`config.mk`:
```
export PLATFORM = sky130hd
export DESIGN_NAME = clk3_result_arbiter
export DESIGN_NICKNAME = d
export VERILOG_FILES = /design/src/rtl/clk3_result_arbiter.sv
export SDC_FILE = /design/constraint.sdc
export NUM_CORES = 1
export LEC_CHECK = 0
export BUFFER_PORTS_ARGS = -buffer_cell sky130_fd_sc_hd__buf_2
export CAP_MARGIN = 10
export CORE_UTILIZATION = 35
export DETAILED_ROUTE_END_ITERATION = 8
export GPL_TIMING_DRIVEN = 0
export PLACE_DENSITY_LB_ADDON = 0.2
export SLEW_MARGIN = 20
export SYNTH_ARGS = -nofsm -noshare
export SYNTH_HDL_FRONTEND = slang
export SYNTH_SLANG_ARGS = --single-unit
```
`constraint.sdc`:
```
create_clock -name clk_3 -period 6.9 [get_ports clk_3]
set_clock_uncertainty 0.05 [all_clocks]
set_input_delay 1.725 -clock clk_3 [delete_from_list [all_inputs] [get_ports clk_3]]
set_output_delay 1.725 -clock clk_3 [all_outputs]
set_load 0.05 [all_outputs]
```
`src/rtl/clk3_result_arbiter.sv`:
```
// Round-robin scheduler that funnels single-word results from pNUM_SRC sources
// onto one registered valid/ready port, with one buffer slot and a sticky overflow bit per source.
module clk3_result_arbiter #(
  parameter int pDATA_WIDTH = 60,
  parameter int pNUM_SRC    = 4,
  parameter int pID_WIDTH   = 2
) (
  input  logic                            clk_3,
  input  logic                            rst_n,
  input  logic [pNUM_SRC-1:0]             src_flag,
  input  logic [pNUM_SRC*pDATA_WIDTH-1:0] src_data,
  input  logic                            out_ready,
  input  logic                            clr_overflow,
  output logic                            out_valid,
  output logic [pDATA_WIDTH-1:0]          out,
  output logic [pID_WIDTH-1:0]            out_id,
  output logic [pNUM_SRC-1:0]             src_busy,
  output logic [pNUM_SRC-1:0]             overflow
);

  localparam int IDX_W = (pNUM_SRC > 1) ? $clog2(pNUM_SRC) : 1;

  typedef enum logic {
    ST_IDLE,
    ST_VALID
  } state_e;

  state_e                 state_q, state_d;
  logic [pDATA_WIDTH-1:0] out_q, out_d;
  logic [pID_WIDTH-1:0]   out_id_q, out_id_d;
  logic [IDX_W-1:0]       last_grant_q, last_grant_d;
  logic [pNUM_SRC-1:0]    slot_full_q, slot_full_d;
  logic [pNUM_SRC-1:0]    overflow_q, overflow_d;
  logic [pDATA_WIDTH-1:0] slot_data_q [pNUM_SRC];

  logic                   can_load;
  logic                   grant_found;
  logic [IDX_W-1:0]       grant_idx;
  logic [IDX_W-1:0]       cand;
  logic [pNUM_SRC-1:0]    grant_vec;
  logic [pNUM_SRC-1:0]    load_vec;
  logic [pNUM_SRC-1:0]    ovf_set;

  // Winner search: first full slot after the last grant, wrapping around.
  always_comb begin
    // NOTE: every always_comb output gets a default first so no path leaves it unassigned and infers a latch.
    grant_found = 1'b0;
    grant_idx   = '0;
    cand        = '0;
    for (int off = 1; off <= pNUM_SRC; off++) begin
      cand = IDX_W'((int'(last_grant_q) + off) % pNUM_SRC);
      if (!grant_found && slot_full_q[cand]) begin
        grant_found = 1'b1;
        grant_idx   = cand;
      end
    end
  end

  always_comb begin
    can_load  = (state_q == ST_IDLE) || out_ready;
    grant_vec = '0;
    if (can_load && grant_found) grant_vec[grant_idx] = 1'b1;

    // A slot drained on this edge can take a new word on the same edge.
    slot_full_d = slot_full_q;
    load_vec    = '0;
    for (int i = 0; i < pNUM_SRC; i++) begin
      if (src_flag[i] && (!slot_full_q[i] || grant_vec[i])) begin
        load_vec[i]    = 1'b1;
        slot_full_d[i] = 1'b1;
      end else if (grant_vec[i]) begin
        slot_full_d[i] = 1'b0;
      end
    end

    ovf_set    = src_flag & slot_full_q & ~grant_vec;
    overflow_d = clr_overflow ? ovf_set : (overflow_q | ovf_set);

    state_d      = state_q;
    out_d        = out_q;
    out_id_d     = out_id_q;
    last_grant_d = last_grant_q;
    if (can_load) begin
      if (grant_found) begin
        state_d      = ST_VALID;
        out_d        = slot_data_q[grant_idx];
        out_id_d     = pID_WIDTH'(grant_idx);
        last_grant_d = grant_idx;
      end else begin
        state_d  = ST_IDLE;
        out_d    = '0;
        out_id_d = '0;
      end
    end
  end

  // NOTE: sequential state uses non-blocking assignments so every flop samples pre-edge values.
  always_ff @(posedge clk_3 or negedge rst_n) begin
    if (!rst_n) begin
      state_q      <= ST_IDLE;
      out_q        <= '0;
      out_id_q     <= '0;
      last_grant_q <= IDX_W'(pNUM_SRC - 1);
      slot_full_q  <= '0;
      overflow_q   <= '0;
    end else begin
      state_q      <= state_d;
      out_q        <= out_d;
      out_id_q     <= out_id_d;
      last_grant_q <= last_grant_d;
      slot_full_q  <= slot_full_d;
      overflow_q   <= overflow_d;
    end
  end

  // NOTE: slot payloads are not reset; slot_full_q already marks them invalid after reset.
  always_ff @(posedge clk_3) begin
    for (int i = 0; i < pNUM_SRC; i++) begin
      if (load_vec[i]) slot_data_q[i] <= src_data[i*pDATA_WIDTH +: pDATA_WIDTH];
    end
  end

  assign out_valid = (state_q == ST_VALID);
  assign out       = out_q;
  assign out_id    = out_id_q;
  assign src_busy  = slot_full_q;
  assign overflow  = overflow_q;

endmodule

```
==> results of run 1 <==
==> flip-flops by register name, summed over array words and instances, names as in the netlist <==
register      count
slot_data_q     240
out              60
overflow          4
src_busy          4
last_grant_q      2
out_id            2
out_valid         1
==> layout by cell type (no fill, tap or decap), types with 5 or more instances in the layout <==
cell,n
a31oi_1,60
edfxtp_1,240
clkbuf_1,50
clkinv_1,6
and4_1,60
nand2_1,68
inv_1,64
buf_2,336
dfrtp_1,71
buf_12,9
clkbuf_16,39
mux2i_1,60
o21ai_0,41
clkbuf_8,5
o21ai_1,24
o211ai_1,61
==> worst register-to-register path, delay by kind of cell (launching register included) <==
kind                   cells  cell delay, ns
DFF                        1            0.53
and+or+nand+nor            2            0.64
AOI/OAI and AO/OA          2            0.72
buffers and inverters      2            0.71
==> cell families after synthesis <==
| group | Yosys count | synth area share (%) |
|---|---|---|
| buffers and inverters | 130 | 5.02 |
| DFF | 313 | 72.7 |
| AOI/OAI and AO/OA | 198 | 10.2 |
| and+or+nand+nor | 146 | 7.23 |
| muxes | 60 | 4.83 |
==> metal layers <==
layer  up-vias  routed length, um
li1       3960                  -
met1      4086              14500
met2       299              16200
met3        71               2750
met4        16                878
met5         -                120
==> final cells by class <==
class | instances | share of cell area, %
Multi-Input combinational cell | 404 | 17.5
Antenna cell | 4 | 0.0626
Clock buffer | 57 | 6.84
Inverter | 65 | 1.53
Tap cell | 455 | 3.56
Timing Repair Buffer | 325 | 11.0
Clock inverter | 11 | 0.665
Sequential cell | 313 | 56.5
Buffer | 65 | 2.38
==> report_power, final <==
| group | internal (mW) | switching (mW) | total, mW |
|---|---|---|---|
| clock network | 1.17 | 0.753 | 1.92 |
| registers | 2.70 | 0.197 | 2.90 |
| logic | 1.13 | 2.29 | 3.42 |
| total | 5.00 | 3.24 | 8.24 |
==> metrics by stage <==
| stage | instances | util [%] | power, mW | instance area (sq um) |
|---|---|---|---|---|
| finish | 1699 | 46.1 | 8.24 | 16000 |
| global route | 1696 | 46.1 | 8.69 | 16000 |
| CTS | 1695 | 46.0 | 8.35 | 16000 |
| detailed placement | 1627 | 42.6 | 6.41 | 14800 |
| global placement | 1620 | 42.0 | 6.33 | 14600 |
| floorplan | 847 | - | 5.33 | 12400 |
==> path summary, 6_finish.rpt <==
| check | start | end | cells after the start | slack [ns] |
|---|---|---|---|---|
| setup / recovery | out_ready | slot_data_q[3][34] | 8 | 3.17 |
| hold / removal | out_id[1] | out_id[1] | 2 | 0.43 |
| setup reg to reg | src_busy[1] | slot_data_q[2][9] | 6 | 3.88 |
| hold reg to reg | out_id[1] | out_id[1] | 2 | 0.43 |
| max in group asynchronous | rst_n | last_grant_q[0] | 2 | 5.03 |
| min in group asynchronous | rst_n | out[52] | 1 | 1.12 |
==> flow_metrics.tcl, run 1 <==
set metrics [dict create \
    synth.distinct_cells 37 \
    async_reset_ff_share_pct 23.3 \
    cp-start-kind "input pin" \
    die_w_um 190 \
    core_sq_mm 0.0347 \
    critPathBufInv 3 \
    clock-root-buffer "clkbuf_16" \
    seq_area_frac_synth_pct 72.7 \
    rsz0062_at_grt "no" \
    synthCells 847 \
    crit_chain "buf_2 -> nor2b_1 -> buf_2 -> nor2_1 -> nand3_2 -> o21ai_1 -> and2_4 -> buf_12" \
    fillers 3198 \
    hold_viol 0 \
    timing.hold.ws_ns 0.428 \
    grtUsageMet1_pct 24.2 \
    post_cts_resized 0 \
    antenna_found_initial 11 \
    clock_latency_ns 0.53 \
    synth_area_sq_mm 0.0124 \
    io_buffers 318 \
    grt_pass1_wl_um 51300 \
    crit_path_end_kind "flop" \
    ioPinCount 319 \
    yosysMostFrequentCell "edfxtp_1" \
    synth-edff-count 240 \
    nets 1459 \
    synth_ff_type "edfxtp_1" \
    path_common_cell "buf_2" \
    fp.dieH_um 190 \
    rows 68 \
    grtUsageMet2_pct 31.3 \
    tightest_slew_ns 0.683 \
    hold_class "flop to flop" \
    synth_area_per_cell_sq_um 14.7 \
    first_global_vias 8719 \
    cts_hold_buf 0 \
    cts_made_buffers 37 \
    busiest_layer "met2" \
    synth_top_area_share_pct 58.0 \
    status "completed" \
    fin_setup_tns_ns 0 \
    clockBufferDepth 3 \
    avgRoutedWirePerCell_um 20.3 \
    grt_max_degree 43 \
    post-dp-hpwl_um 24200 \
    cp.arrival_ns 3.90 \
    drc 0 \
    crit_fanout 36 \
    firstDrtPassIters 5 \
    grtUsageTotal_pct 19.1 \
    viasPerCell 4.96 \
    dp_slack_ns 2.57 \
    synth.area.top_cells "edfxtp_1 58%, dfrtp_1 14%, mux2i_1 4.8%, and4_1 4.2%, o211ai_1 3.7%" \
    finalCritPeriodShare_pct 54.0 \
    clk_pin_slew_ns 0.06 \
    powerDensity_mw_per_mm2 515 \
    ys_ff_latch 313 \
    max_clock_freq_ghz 0.268 \
    cts.sinks 313 \
    min_period_ns 3.73 \
    crit_slowest_cell "and2_4" \
    overflow 0 \
    slew_violations 0 \
    seqCellArea_sq_mm 0.00904 \
    path_delay_family "simple AND/OR/NAND/NOR gates" \
    yosysWarnings 0 \
    htreeDepth 2 \
    yosysTopAreaCell "edfxtp_1" \
    maxCapViolations 0 \
    initial_core_util_pct 35.8 \
    syn-num-nets 1095 \
    syn2layout_area_growth_pct 28.7 \
    p_leak_nw 6.51 \
    relSlewSlack_pct 54.3 \
    gp_congestion 0.821 \
    cp.required_ns 7.07 \
    max_stage_delay_ns 0.62 \
    vias 8432 \
    finalSetupViolations 0 \
    multi_input_area_sq_mm 0.00279 \
    vdd.ir_drop.worst_mv 0.253 \
    routed_wl_um 34400 \
    drive_above_1_share_pct 33.4 \
    yosys-top-cells-count "240 x edfxtp_1, 71 x dfrtp_1, 68 x nand2_1, 64 x inv_1, 61 x o211ai_1" \
    postRouteAntennaNets 0 \
    drt_iter0_drc 378 \
    postLayoutSetupSlackWorst_ns 3.17 \
    grtUsageMet3_pct 5.72 \
    critPathKind "input pin to flop" \
    fp.dieArea_sq_mm 0.0363 \
    post-cts-setup-buffers 0 \
    cts_tree "yes" \
]
(Power assumes the default switching activity.)
==> run 2: changes to the inputs <==
clock period = 3.1 ns   (was 6.9 ns; I/O delays follow)
==> run 2 against run 1 <==
  * Via count fell by 0.17%
  * Cell count rose by 0.18%
  * Wire length rose by 1.9%
  * Total power rose by 120%
  * Non-clock buffer count did not move
  * Utilization rose by 0.15 points
  * Combinational power rose by 120%
  * Sequential cell count did not move
  * Largest cell class unchanged
==> flow_metrics.tcl, run 2 (same netlist as run 1, synthesis figures left out) <==
set metrics [dict create \
    status "completed" \
    overflow 0 \
    r2r_slack_ns 0.16 \
    htreeDepth 2 \
    postRouteAntennaNets 0 \
    cts.sinks 313 \
    layout_common_cells "335 x buf_2, 240 x edfxtp_1, 71 x dfrtp_1" \
    hold_viol 0 \
    post-dp-hpwl_um 24000 \
    finalCritPeriodShare_pct 94.7 \
    rows 68 \
    path_common_cell "buf_16" \
    die_w_um 190 \
    clockBufferDepth 3 \
    maxCapViolations 0 \
    largest_reg_flops 240 \
    cp-start-kind "flop" \
    drive_above_1_share_pct 34.1 \
    grt_pass1_wl_um 51100 \
    crit_slowest_cell "a21boi_4" \
    vdd.ir_drop.worst_mv 0.676 \
    timing.hold.ws_ns 0.218 \
    fp.dieArea_sq_mm 0.0363 \
    dp_slack_ns -0.310 \
    routed_wl_um 35100 \
    dpl_cell_area_sq_mm 0.0148 \
    p_leak_nw 6.53 \
    core_sq_mm 0.0347 \
    grtUsageTotal_pct 19.2 \
    critPathKind "flop to flop" \
    slew_violations 0 \
    fin_cells 1702 \
    viasPerCell 4.95 \
    critPathBufInv 3 \
    vias 8418 \
    gp_congestion 0.802 \
    hold_class "input pin to async pin" \
    stdcell_area_sq_mm 0.0160 \
    ioPinCount 319 \
    initial_core_util_pct 35.8 \
    place_inst 1627 \
    first_global_vias 8758 \
    min_period_ns 2.94 \
    drt_iter0_drc 400 \
    syn2layout_area_growth_pct 29.1 \
    grt_max_degree 42 \
    io_buffers 318 \
    rsz0062_at_grt "no" \
    cts_tree "yes" \
    clock-root-buffer "clkbuf_16" \
    crit_chain "nor2b_1 -> buf_2 -> or2_1 -> a21oi_4 -> nand2_1 -> a21boi_4 -> buf_16 -> buf_16" \
    firstDrtPassIters 4 \
    cts_made_buffers 37 \
    fp.dieH_um 190 \
    powerDensity_mw_per_mm2 1150 \
    avgRoutedWirePerCell_um 20.6 \
    max_clock_freq_ghz 0.341 \
    clock_latency_ns 0.55 \
    top_register "slot_data_q" \
    cp.arrival_ns 3.12 \
    path_delay_family "compound AO/OA/AOI/OAI gates" \
    antenna_found_initial 10 \
    finalSetupViolations 0 \
    nets 1461 \
    cp.required_ns 3.29 \
    max_stage_delay_ns 0.48 \
    relSlewSlack_pct 55.3 \
    drc 0 \
    layout_commonest_cell "buf_2" \
    crit_path_end_kind "flop" \
    postLayoutSetupSlackWorst_ns 0.165 \
    clk_pin_slew_ns 0.06 \
    crit_fanout 20 \
    tightest_slew_ns 0.671 \
]
==> run 2: cell types whose count changed in the layout (fill, tap and decap cells not counted), sizes merged <==
cell | before | now
clkinvlp | 0 | 1
diode | 4 | 5
buf | 353 | 352
and2 | 3 | 5
==> run 2: path summary, 6_finish.rpt <==
check	startpoint	end	cells after the start
worst min-delay path	rst_n	out[54]	1
max in group asynchronous	rst_n	out[24]	2
worst max register to register	out_valid	slot_data_q[1][5]	8
worst max-delay path	out_valid	slot_data_q[1][5]	8
min in group clk_3	src_data[100]	slot_data_q[1][40]	1
worst min register to register	overflow[0]	overflow[0]	1
==> run 2: where the power goes <==
part | switching, mW | internal (mW)
Combinational | 5.13 | 2.54
Clock | 1.70 | 2.62
Sequential | 0.452 | 6.02
==> run 2: timing repair <==
item	in CTS	in global routing
hold buffers	0	0
endpoints found under the setup margin	0	70
resized for setup	0	6
setup buffers	0	0
==> run 2: cell type report <==
class | count | area [sq um]
Fill cell | 3139 | 18700
Sequential cell | 313 | 9040
Multi-Input combinational cell | 406 | 2830
Timing Repair Buffer | 325 | 1760
Clock buffer | 56 | 1100
Tap cell | 455 | 569
Buffer | 65 | 383
Inverter | 65 | 244
Clock inverter | 12 | 114
Antenna cell | 5 | 12.5
==> run 2: worst reg2reg max path: cells and delay by family, from the launching register on <==
kind	cells	cell delay, ns
buffers and inverters	3	0.66
flip-flops	1	0.38
AND/OR/NAND/NOR	3	0.67
AO/OA/AOI/OAI	2	0.86
==> run 2: routing by layer <==
metal | vias to the layer above | GRT usage, % | wire [um]
li1 | 3965 | - | -
met1 | 4066 | 23.9 | 14900
met2 | 306 | 31.1 | 16300
met3 | 71 | 5.69 | 2790
met4 | 10 | 7.78 | 1010
met5 | - | 0 | 66
==> run 2: stage by stage <==
stage	total power, mW	util (%)	TNS, ns
global placement	14.0	42.1	-224.99
CTS	18.6	46.1	0
global route	19.5	46.2	0
detailed placement	14.2	42.6	-32.16
floorplan	11.8	-	0
finish	18.5	46.2	0
